### config.mk
export PLATFORM = sky130hd
export DESIGN_NAME = ahb_slave_mux
export DESIGN_NICKNAME = d
export VERILOG_FILES = /design/src/rtl/ahb_pkg.sv /design/src/rtl/ahb_resp_timer.sv /design/src/rtl/ahb_slave_mux.sv
export SDC_FILE = /design/constraint.sdc
export NUM_CORES = 1
export LEC_CHECK = 0
export BUFFER_PORTS_ARGS = -buffer_cell sky130_fd_sc_hd__buf_2
export CORE_ASPECT_RATIO = 1.5
export CORE_UTILIZATION = 30
export DETAILED_ROUTE_END_ITERATION = 7
export PLACE_DENSITY = 0.75
export SLEW_MARGIN = 20
export SYNTH_ARGS = -nofsm -noshare
export SYNTH_HDL_FRONTEND = slang
export SYNTH_SLANG_ARGS = --single-unit
### constraint.sdc
create_clock -name ahb_clk_in -period 1.7 [get_ports ahb_clk_in]
set_input_delay 0.34 -clock ahb_clk_in [delete_from_list [all_inputs] [get_ports ahb_clk_in]]
set_output_delay 0.34 -clock ahb_clk_in [all_outputs]
set_load 0.005 [all_outputs]
### src/rtl/ahb_pkg.sv
// rtl/ahb_pkg.sv - shared AHB encodings and response-mux state type
package ahb_pkg;

    localparam logic [1:0] HTRANS_IDLE   = 2'b00;
    localparam logic [1:0] HTRANS_BUSY   = 2'b01;
    localparam logic [1:0] HTRANS_NONSEQ = 2'b10;
    localparam logic [1:0] HTRANS_SEQ    = 2'b11;

    localparam logic HRESP_OKAY  = 1'b0;
    localparam logic HRESP_ERROR = 1'b1;

    typedef enum logic [1:0] {
        ST_IDLE  = 2'd0,
        ST_SLAVE = 2'd1,
        ST_ERR1  = 2'd2,
        ST_ERR2  = 2'd3
    } mux_state_e;

endpackage

### src/rtl/ahb_resp_timer.sv
// rtl/ahb_resp_timer.sv - saturating wait-state watchdog for the response mux
module ahb_resp_timer #(
    parameter int TIMEOUT_CYCLES = 16
) (
    input  logic ahb_clk_in,
    input  logic ahb_rstn_in,
    input  logic clear_in,
    input  logic enable_in,
    output logic expire_out
);

    localparam int CW = $clog2(TIMEOUT_CYCLES) + 1;
    localparam logic [CW-1:0] LIMIT = CW'(TIMEOUT_CYCLES - 1);

    logic [CW-1:0] count_q;
    logic [CW-1:0] count_d;

    // Expiry is only meaningful while the slave is still stalling.
    assign expire_out = enable_in && (count_q == LIMIT);

    always_comb begin
        count_d = count_q;
        if (clear_in) begin
            count_d = '0;
        end else if (enable_in && (count_q != LIMIT)) begin
            count_d = count_q + 1'b1;
        end
    end

    always_ff @(posedge ahb_clk_in or negedge ahb_rstn_in) begin
        if (!ahb_rstn_in) begin
            count_q <= '0;
        end else begin
            count_q <= count_d;
        end
    end

endmodule

### src/rtl/ahb_slave_mux.sv
// rtl/ahb_slave_mux.sv - AHB slave response mux with default slave and wait-state watchdog
module ahb_slave_mux
    import ahb_pkg::*;
#(
    parameter int SLAVE_DEVICES  = 4,
    parameter int AHB_DATA_WIDTH = 32,
    parameter int TIMEOUT_CYCLES = 16
) (
    input  logic                                    ahb_clk_in,
    input  logic                                    ahb_rstn_in,
    input  logic [1:0]                              ahb_htrans_in,
    input  logic [SLAVE_DEVICES-1:0]                slave_sel_in,
    input  logic [SLAVE_DEVICES*AHB_DATA_WIDTH-1:0] slave_hrdata_in,
    input  logic [SLAVE_DEVICES-1:0]                slave_hreadyout_in,
    input  logic [SLAVE_DEVICES-1:0]                slave_hresp_in,
    output logic                                    ahb_hready_out,
    output logic                                    ahb_hresp_out,
    output logic [AHB_DATA_WIDTH-1:0]               ahb_hrdata_out,
    output logic                                    timeout_flag_out
);

    mux_state_e                state_q, state_d;
    logic [SLAVE_DEVICES-1:0]  dsel_q, dsel_d;
    logic                      timeout_flag_q, timeout_flag_d;

    logic                      sel_ready;
    logic                      sel_resp;
    logic [AHB_DATA_WIDTH-1:0] sel_data;
    logic                      sel_onehot;
    logic                      trans_active;
    logic                      sample;
    logic                      timer_clear;
    logic                      timer_enable;
    logic                      timer_expire;

    assign sel_onehot   = (slave_sel_in != '0) &&
                          ((slave_sel_in & (slave_sel_in - 1'b1)) == '0);
    assign trans_active = (ahb_htrans_in == HTRANS_NONSEQ) || (ahb_htrans_in == HTRANS_SEQ);
    assign sel_ready    = |(dsel_q & slave_hreadyout_in);
    assign sel_resp     = |(dsel_q & slave_hresp_in);
    assign timer_enable = (state_q == ST_SLAVE) && !sel_ready;

    always_comb begin
        sel_data = '0;
        for (int i = 0; i < SLAVE_DEVICES; i++) begin
            if (dsel_q[i]) begin
                sel_data = sel_data | slave_hrdata_in[i*AHB_DATA_WIDTH +: AHB_DATA_WIDTH];
            end
        end
    end

    ahb_resp_timer #(
        .TIMEOUT_CYCLES(TIMEOUT_CYCLES)
    ) u_timer (
        .ahb_clk_in (ahb_clk_in),
        .ahb_rstn_in(ahb_rstn_in),
        .clear_in   (timer_clear),
        .enable_in  (timer_enable),
        .expire_out (timer_expire)
    );

    always_comb begin
        state_d        = state_q;
        dsel_d         = dsel_q;
        timeout_flag_d = 1'b0;
        sample         = 1'b0;
        timer_clear    = 1'b0;
        ahb_hready_out = 1'b1;
        ahb_hresp_out  = HRESP_OKAY;
        ahb_hrdata_out = '0;

        case (state_q)
            ST_IDLE: begin
                sample = 1'b1;
            end
            ST_SLAVE: begin
                ahb_hready_out = sel_ready;
                ahb_hresp_out  = sel_resp;
                ahb_hrdata_out = sel_data;
                if (timer_expire) begin
                    state_d        = ST_ERR1;
                    dsel_d         = '0;
                    timeout_flag_d = 1'b1;
                end else if (sel_ready) begin
                    sample = 1'b1;
                end
            end
            ST_ERR1: begin
                ahb_hready_out = 1'b0;
                ahb_hresp_out  = HRESP_ERROR;
                state_d        = ST_ERR2;
            end
            ST_ERR2: begin
                ahb_hresp_out = HRESP_ERROR;
                sample        = 1'b1;
            end
            default: begin
                state_d = ST_IDLE;
                dsel_d  = '0;
            end
        endcase

        // Address phase of the next transfer overlaps the completing data phase.
        if (sample) begin
            if (!trans_active) begin
                state_d = ST_IDLE;
                dsel_d  = '0;
            end else if (sel_onehot) begin
                state_d     = ST_SLAVE;
                dsel_d      = slave_sel_in;
                timer_clear = 1'b1;
            end else begin
                state_d = ST_ERR1;
                dsel_d  = '0;
            end
        end
    end

    assign timeout_flag_out = timeout_flag_q;

    always_ff @(posedge ahb_clk_in or negedge ahb_rstn_in) begin
        if (!ahb_rstn_in) begin
            state_q        <= ST_IDLE;
            dsel_q         <= '0;
            timeout_flag_q <= 1'b0;
        end else begin
            state_q        <= state_d;
            dsel_q         <= dsel_d;
            timeout_flag_q <= timeout_flag_d;
        end
    end

endmodule

**After elaboration in Yosys (flattened, before gate mapping)**

Cells that the tools add are included.

- Register bits after elaboration: 12
- Latch bits: 0
- Bits in writable memories: 0
- ROM bits: 0
- Input port bits: 144
- Logic and storage cells: 66
- Memories: 0

- $add $sub $neg: 2
- Multipliers: 0
- Divide/modulo/power cells: 0
- $lt $le $gt $ge: 0
- Equality and inequality tests: 8
- Shifts and indexed selects: 0
- Mux-type cells: 27
- Bitwise gates (word level): 6
- Reductions and logical operators: 19

Operators by type and width:

| kind | number |
|---|---|
| $mux W32 | 5 |
| $or A32 B32 Y32 | 3 |
| $mux W4 | 5 |
| $and A4 B4 Y4 | 3 |
| $mux W5 | 2 |
| $eq A2 B2 Y1 const B | 4 |
| $mux W2 | 4 |
| $reduce_or A4 Y1 | 2 |
| $mux W1 | 7 |
| $pmux W1 S2 | 3 |
| $reduce_bool A2 Y1 | 3 |
| $add A5 B1 Y5 const B | 1 |
| $eq A5 B4 Y1 const B | 1 |
| $ne A5 B4 Y1 const B | 1 |
| $logic_and A1 B1 Y1 | 4 |
| $logic_not A4 Y1 | 1 |
| $pmux W2 S2 | 1 |
| $reduce_and A2 Y1 | 2 |
| $reduce_bool A4 Y1 | 1 |
| $reduce_or A2 Y1 | 2 |
| $sub A4 B1 Y4 const B | 1 |
| $ne A3 B3 Y1 const B | 1 |
| $reduce_bool A3 Y1 | 1 |
| $eq A2 B1 Y1 const B | 1 |
| 3 further kinds | 3 |

**Longest topological paths before layout**

- Depth in word-level cells: 9
- Depth in mapped cells: 8

**Modules after synthesis**

Synthesis repeated with hierarchy kept, for this count alone.

- Cells, all modules: 203
- Area total of the unflattened synthesis: 1584.0 um2

By module, submodules not included:

| module | times used | cells each | area each (um2) | sequential area each (um2) |
|---|---|---|---|---|
| ahb_slave_mux | 1 | 179 | 1308.8 | 175.2 |
| ahb_resp_timer | 1 | 24 | 275.3 | 125.1 |

**Worst setup path after synthesis**

Ideal clock, no wire load.

- Kind: register to register
- Start point: register u_timer.count_q[0]
- End point: register u_timer.count_q[3]
- Setup time: 78 ps
- Data arrival time: 1707 ps
- Required time: 1622 ps
- Path slack: -85 ps
- Stages on the path, launching flop included: 8
- Buffers on the path: 0
- Clock period less this slack: 1785 ps
- Cells stage by stage: dfrtp_1 ha_1 and3_1 ha_1 nor2b_1 nand3_1 or3_1 a21oi_1

- Longest elaborated chain between the ends: 6

Ends and longest elaborated chain:

| item | line | text |
|---|---|---|
| start: declaration | ahb_resp_timer.sv:15 | `logic [CW-1:0] count_q;` |
| start signal: assignment | ahb_resp_timer.sv:34 | `count_q <= count_d;` |
| $eq A5 B4 Y1 | ahb_resp_timer.sv:19 | `assign expire_out = enable_in && (count_q == LIMIT);` |
| $logic_and A1 B1 Y1 | ahb_resp_timer.sv:19 |  |
| $mux W1 | ahb_slave_mux.sv:80 | `if (timer_expire) begin` |
| $pmux W1 S2 | ahb_slave_mux.sv:72 | `case (state_q)` |
| $mux W1 | ahb_slave_mux.sv:104 | `if (sample) begin` |
| $mux W5 or $reduce_bool A2 Y1 (tied branches) | - |  |

Several ways; a longest one is shown, not always the timed one. The select of a mux whose other input is x is not followed.
A chain may end at the register's enable or synchronous reset.

**Final worst setup path**

- Start point: register state_q[0]
- End point: output ahb_hready_out

- Longest elaborated chain between the ends: 2

Ends and longest elaborated chain:

| item | line | text |
|---|---|---|
| start: declaration | ahb_slave_mux.sv:22 | `mux_state_e state_q, state_d;` |
| start signal: assignment | ahb_slave_mux.sv:127 | `state_q <= state_d;` |
| $eq A2 B2 Y1 or $eq A2 B1 Y1 (tied branches) | ahb_slave_mux.sv:72 |  |
| $pmux W1 S2 * | ahb_slave_mux.sv:72 |  |
| end: declaration | ahb_slave_mux.sv:16 | `output logic ahb_hready_out,` |

Mark *: on every way between the ends. The rest lies on a longest branch, timed or not.

==> Implementation_results.wiki <==
{| class="wikitable"
! Metric !! Value
|-
| Outcome || finished with violations
|-
| Failing checks || setup timing
|-
| Portion of the post-synthesis area used by sequential elements || 0.1818
|-
| Worst Skew || 0.004234 ns
|-
| Max Fanout on Critical Path || 6
|-
| Syn. warnings || 0
|-
| Cell Rows || 32
|-
| Combinational group share of total power || 0.751
|-
| Post-route antenna net violation count || 0
|-
| Die Wd || 62.58 um
|-
| Cell area power density || 996.4 mW/mm^2
|-
| Vert. Die Dim || 92.88 um
|-
| Required @ worst endpoint || 1.36 ns
|-
| Num CTS Buffers || 3
|-
| H-tree levels || 1
|-
| Half-perimeter wire length of the detailed placement result || 5141 um
|-
| Largest area contributor in the netlist || a22oi_1
|-
| Clock Latency Late Sink || 0.24 ns
|-
| Static Leakage || 1.358 nW
|-
| GRT overflow || 0
|-
| Type of the most critical hold path || primary input to register
|-
| Number of synthesized flops with an enable pin || 0
|-
| Clk slew on worst S/H paths || 0.05 ns
|-
| Worst Tran Pin Value || 0.4098 ns
|-
| Iteration-0 DRC Markers || 101
|-
| Fraction of layout instances using a drive strength above 1 || 0.7008
|-
| Highest Clock Rate || 0.5793 GHz
|-
| Max_slew headroom || 0.7252
|-
| Max Slew Vio Count || 0
|-
| Die ar. || 0.005812 mm^2
|-
| Combined area of the multi-input logic cells || 0.001494 mm^2
|-
| Max-cap violations || 0
|-
| Total Power Consumption || 3.044 mW
|-
| Post-route core utilization || 0.5870
|-
| Final routed wirelength across all metal layers || 7113 um
|-
| Synth cell count leaders || a22oi_1, a21boi_0, clkbuf_1
|-
| Setup slack after placement || -0.04726 ns
|-
| Sequential power share || 0.168
|-
| Clock tree from TritonCTS || yes
|-
| Post-synthesis area per instance || 8.176 um^2
|-
| Synthesized area || 0.001652 mm^2
|-
| Global placement routability congestion || 0.8879
|-
| VDD IR-drop max || 0.6093 mV
|-
| Net switching power || 1.367 mW
|-
| Maximum number of pins on one net before global-route repair || 34
|-
| Clock buffer depth || 2
|-
| Crit path capture type || primary output
|-
| Top flip-flop cell by instance count after synthesis || dfrtp_1
|-
| Portion of the clock cycle consumed by the worst path in the final layout || 1.015
|-
| Internal power consumption || 1.677 mW
|-
| Most common cell in the netlist || a22oi_1
|-
| Total DRC errors in the routed layout || 0
|-
| CTS sink count || 12
|-
| Final Hold Fails || 0
|-
| Switching fraction of total power || 0.4492
|-
| Area delta synth->final || 85.00%
|-
| Arrival time of data at the critical path endpoint || 1.39 ns
|-
| Buffer cell driving the clock tree root || clkbuf_8
|-
| Minimum period implied by the final worst setup slack || 1.726 ns
|-
| Async set-or-reset flop fraction in the synthesized netlist || 1.000
|-
| Ant diodes || 0
|-
| Vias per std cell || 5.421
|-
| Port Buf Inserts || 177
|-
| DR WL/cell || 15.84 um
|-
| Number of nets produced by synthesis || 353
|-
| RSZ-0062 raised after global routing || yes
|-
| Wire length of the first global-routing pass || 10,580 um
|-
| Starting density of the core || 0.3173
|-
| Core area || 0.005205 mm^2
|-
| Number of library cell types mapped by synthesis || 33
|-
| Number of fill cells || 478
|-
| Number of synthesized register bits || 12
|-
| Critical path type || register to primary output
|-
| Final-report setup violation count || 12
|-
| Final Net Count || 534
|-
| Top-area cell type share of the netlist area || 0.3091
|-
| Top post-synthesis cells by area || a22oi_1, dfrtp_1, a21boi_0
|-
| Total via count after detailed routing || 2,434
|-
| Area taken by flip-flops and latches || 305.3 um^2
|-
| Ports || 179
|-
| Antenna violations before repair || 0
|-
| Vias in the first global route || 2,297
|-
| Number of detailed-routing iterations run before antenna repair || 4
|-
| Proportion of power drawn by the clock network || 0.081
|-
| Kind of start point of the critical path || register
|-
| Setup ws final || -0.02618 ns
|-
| Synthesized netlist cell count || 202
|-
| Total global routing track utilization || 0.2224
|}
path summary, 6_finish.rpt:
path	to	startpoint	cells after the start	slack, ns
worst max-delay path	ahb_hready_out	state_q[0]	5	-0.03
worst min-delay path	dsel_q[0]	ahb_htrans_in[1]	3	0.39
worst max register to register	state_q[1]	u_timer.count_q[0]	7	-0.02
worst min register to register	u_timer.count_q[4]	u_timer.count_q[4]	2	0.57
max in group asynchronous	dsel_q[3]	ahb_rstn_in	2	0.95
min in group asynchronous	u_timer.count_q[4]	ahb_rstn_in	2	0.51
cells by family (layout without fill, tap and decap cells):
logic type,after synthesis,after routing,synth area share
flops,12,12,0.1818
mux,4,4,0.02424
buf+inv,27,206,0.06667
xor+xnor,3,3,0.01591
simple gates,32,32,0.1045
fa+ha+maj,7,7,0.05303
compound gates,117,117,0.5538
metal layers:
metal	GRT usage	wire (um)
met1	0.2440	2705
met2	0.4330	3936
met3	0.02586	380
met4	0.06977	92
met5	0	0
registers in the layout, indices dropped and copies added (netlist names):
signal / flops
dsel_q: 4
state_q: 2
u_timer.count_q: 5
timeout_flag_out: 1
power groups by stage:
stage	Sequential [mW]	Clock [mW]	Combinational [mW]
3_5_place_dp	0.492	0	1.87
6_report	0.511	0.248	2.29
2_1_floorplan	0.440	0	1.23
3_3_place_gp	0.488	0	1.83
5_1_grt	0.521	0.268	2.49
4_1_cts	0.498	0.261	2.11
stage by stage:
step | hold WS [ns] | instance area (um^2) | cells | setup TNS (ns)
6_report | 0.3921 | 3055 | 449 | -0.1214
2_1_floorplan | 0.04441 | 1674 | 202 | -0.005208
3_3_place_gp | 0.2256 | 2704 | 440 | -0.06309
5_1_grt | 0.4029 | 3055 | 449 | -1.878
4_1_cts | 0.3957 | 2902 | 449 | -0.1656
3_5_place_dp | 0.2287 | 2704 | 440 | -0.09406
critical path: stages (launching register included):
cell and delay (ns):
dfrtp_1 0.41, inv_1 0.17, ha_4 0.20, inv_1 0.08, o21a_1 0.18, buf_2 0.12
cells in the final DEF, fill, tap and decap left out, types with 4 or more instances in the layout:
master,instances
a21boi_0,4
a21boi_2,26
a22oi_1,56
a22oi_2,12
buf_2,177
buf_4,14
dfrtp_1,8
dfrtp_2,4
inv_1,4
nand2_1,5
nand2_2,4
nand3_1,6
nor2_1,7
area by class of cell:
class | instances | share of cell area
tap | 68 | 0.02785
multi-input combinational | 163 | 0.4889
inverter | 5 | 0.006143
sequential | 12 | 0.09992
timing repair buffer | 198 | 0.3636
clock buffer | 3 | 0.01351
repair_timing:
action | CTS | global route
endpoints found under the hold margin | 12 | 0
hold buffers | 1 | 0
buffers inserted | 4 | 0
gates resized for setup | 31 | 59
endpoints found under the setup margin | 37 | 45
pin swaps | 2 | 0
gates cloned | 1 | 0
No activity file was read; power rests on OpenSTA's default activity.
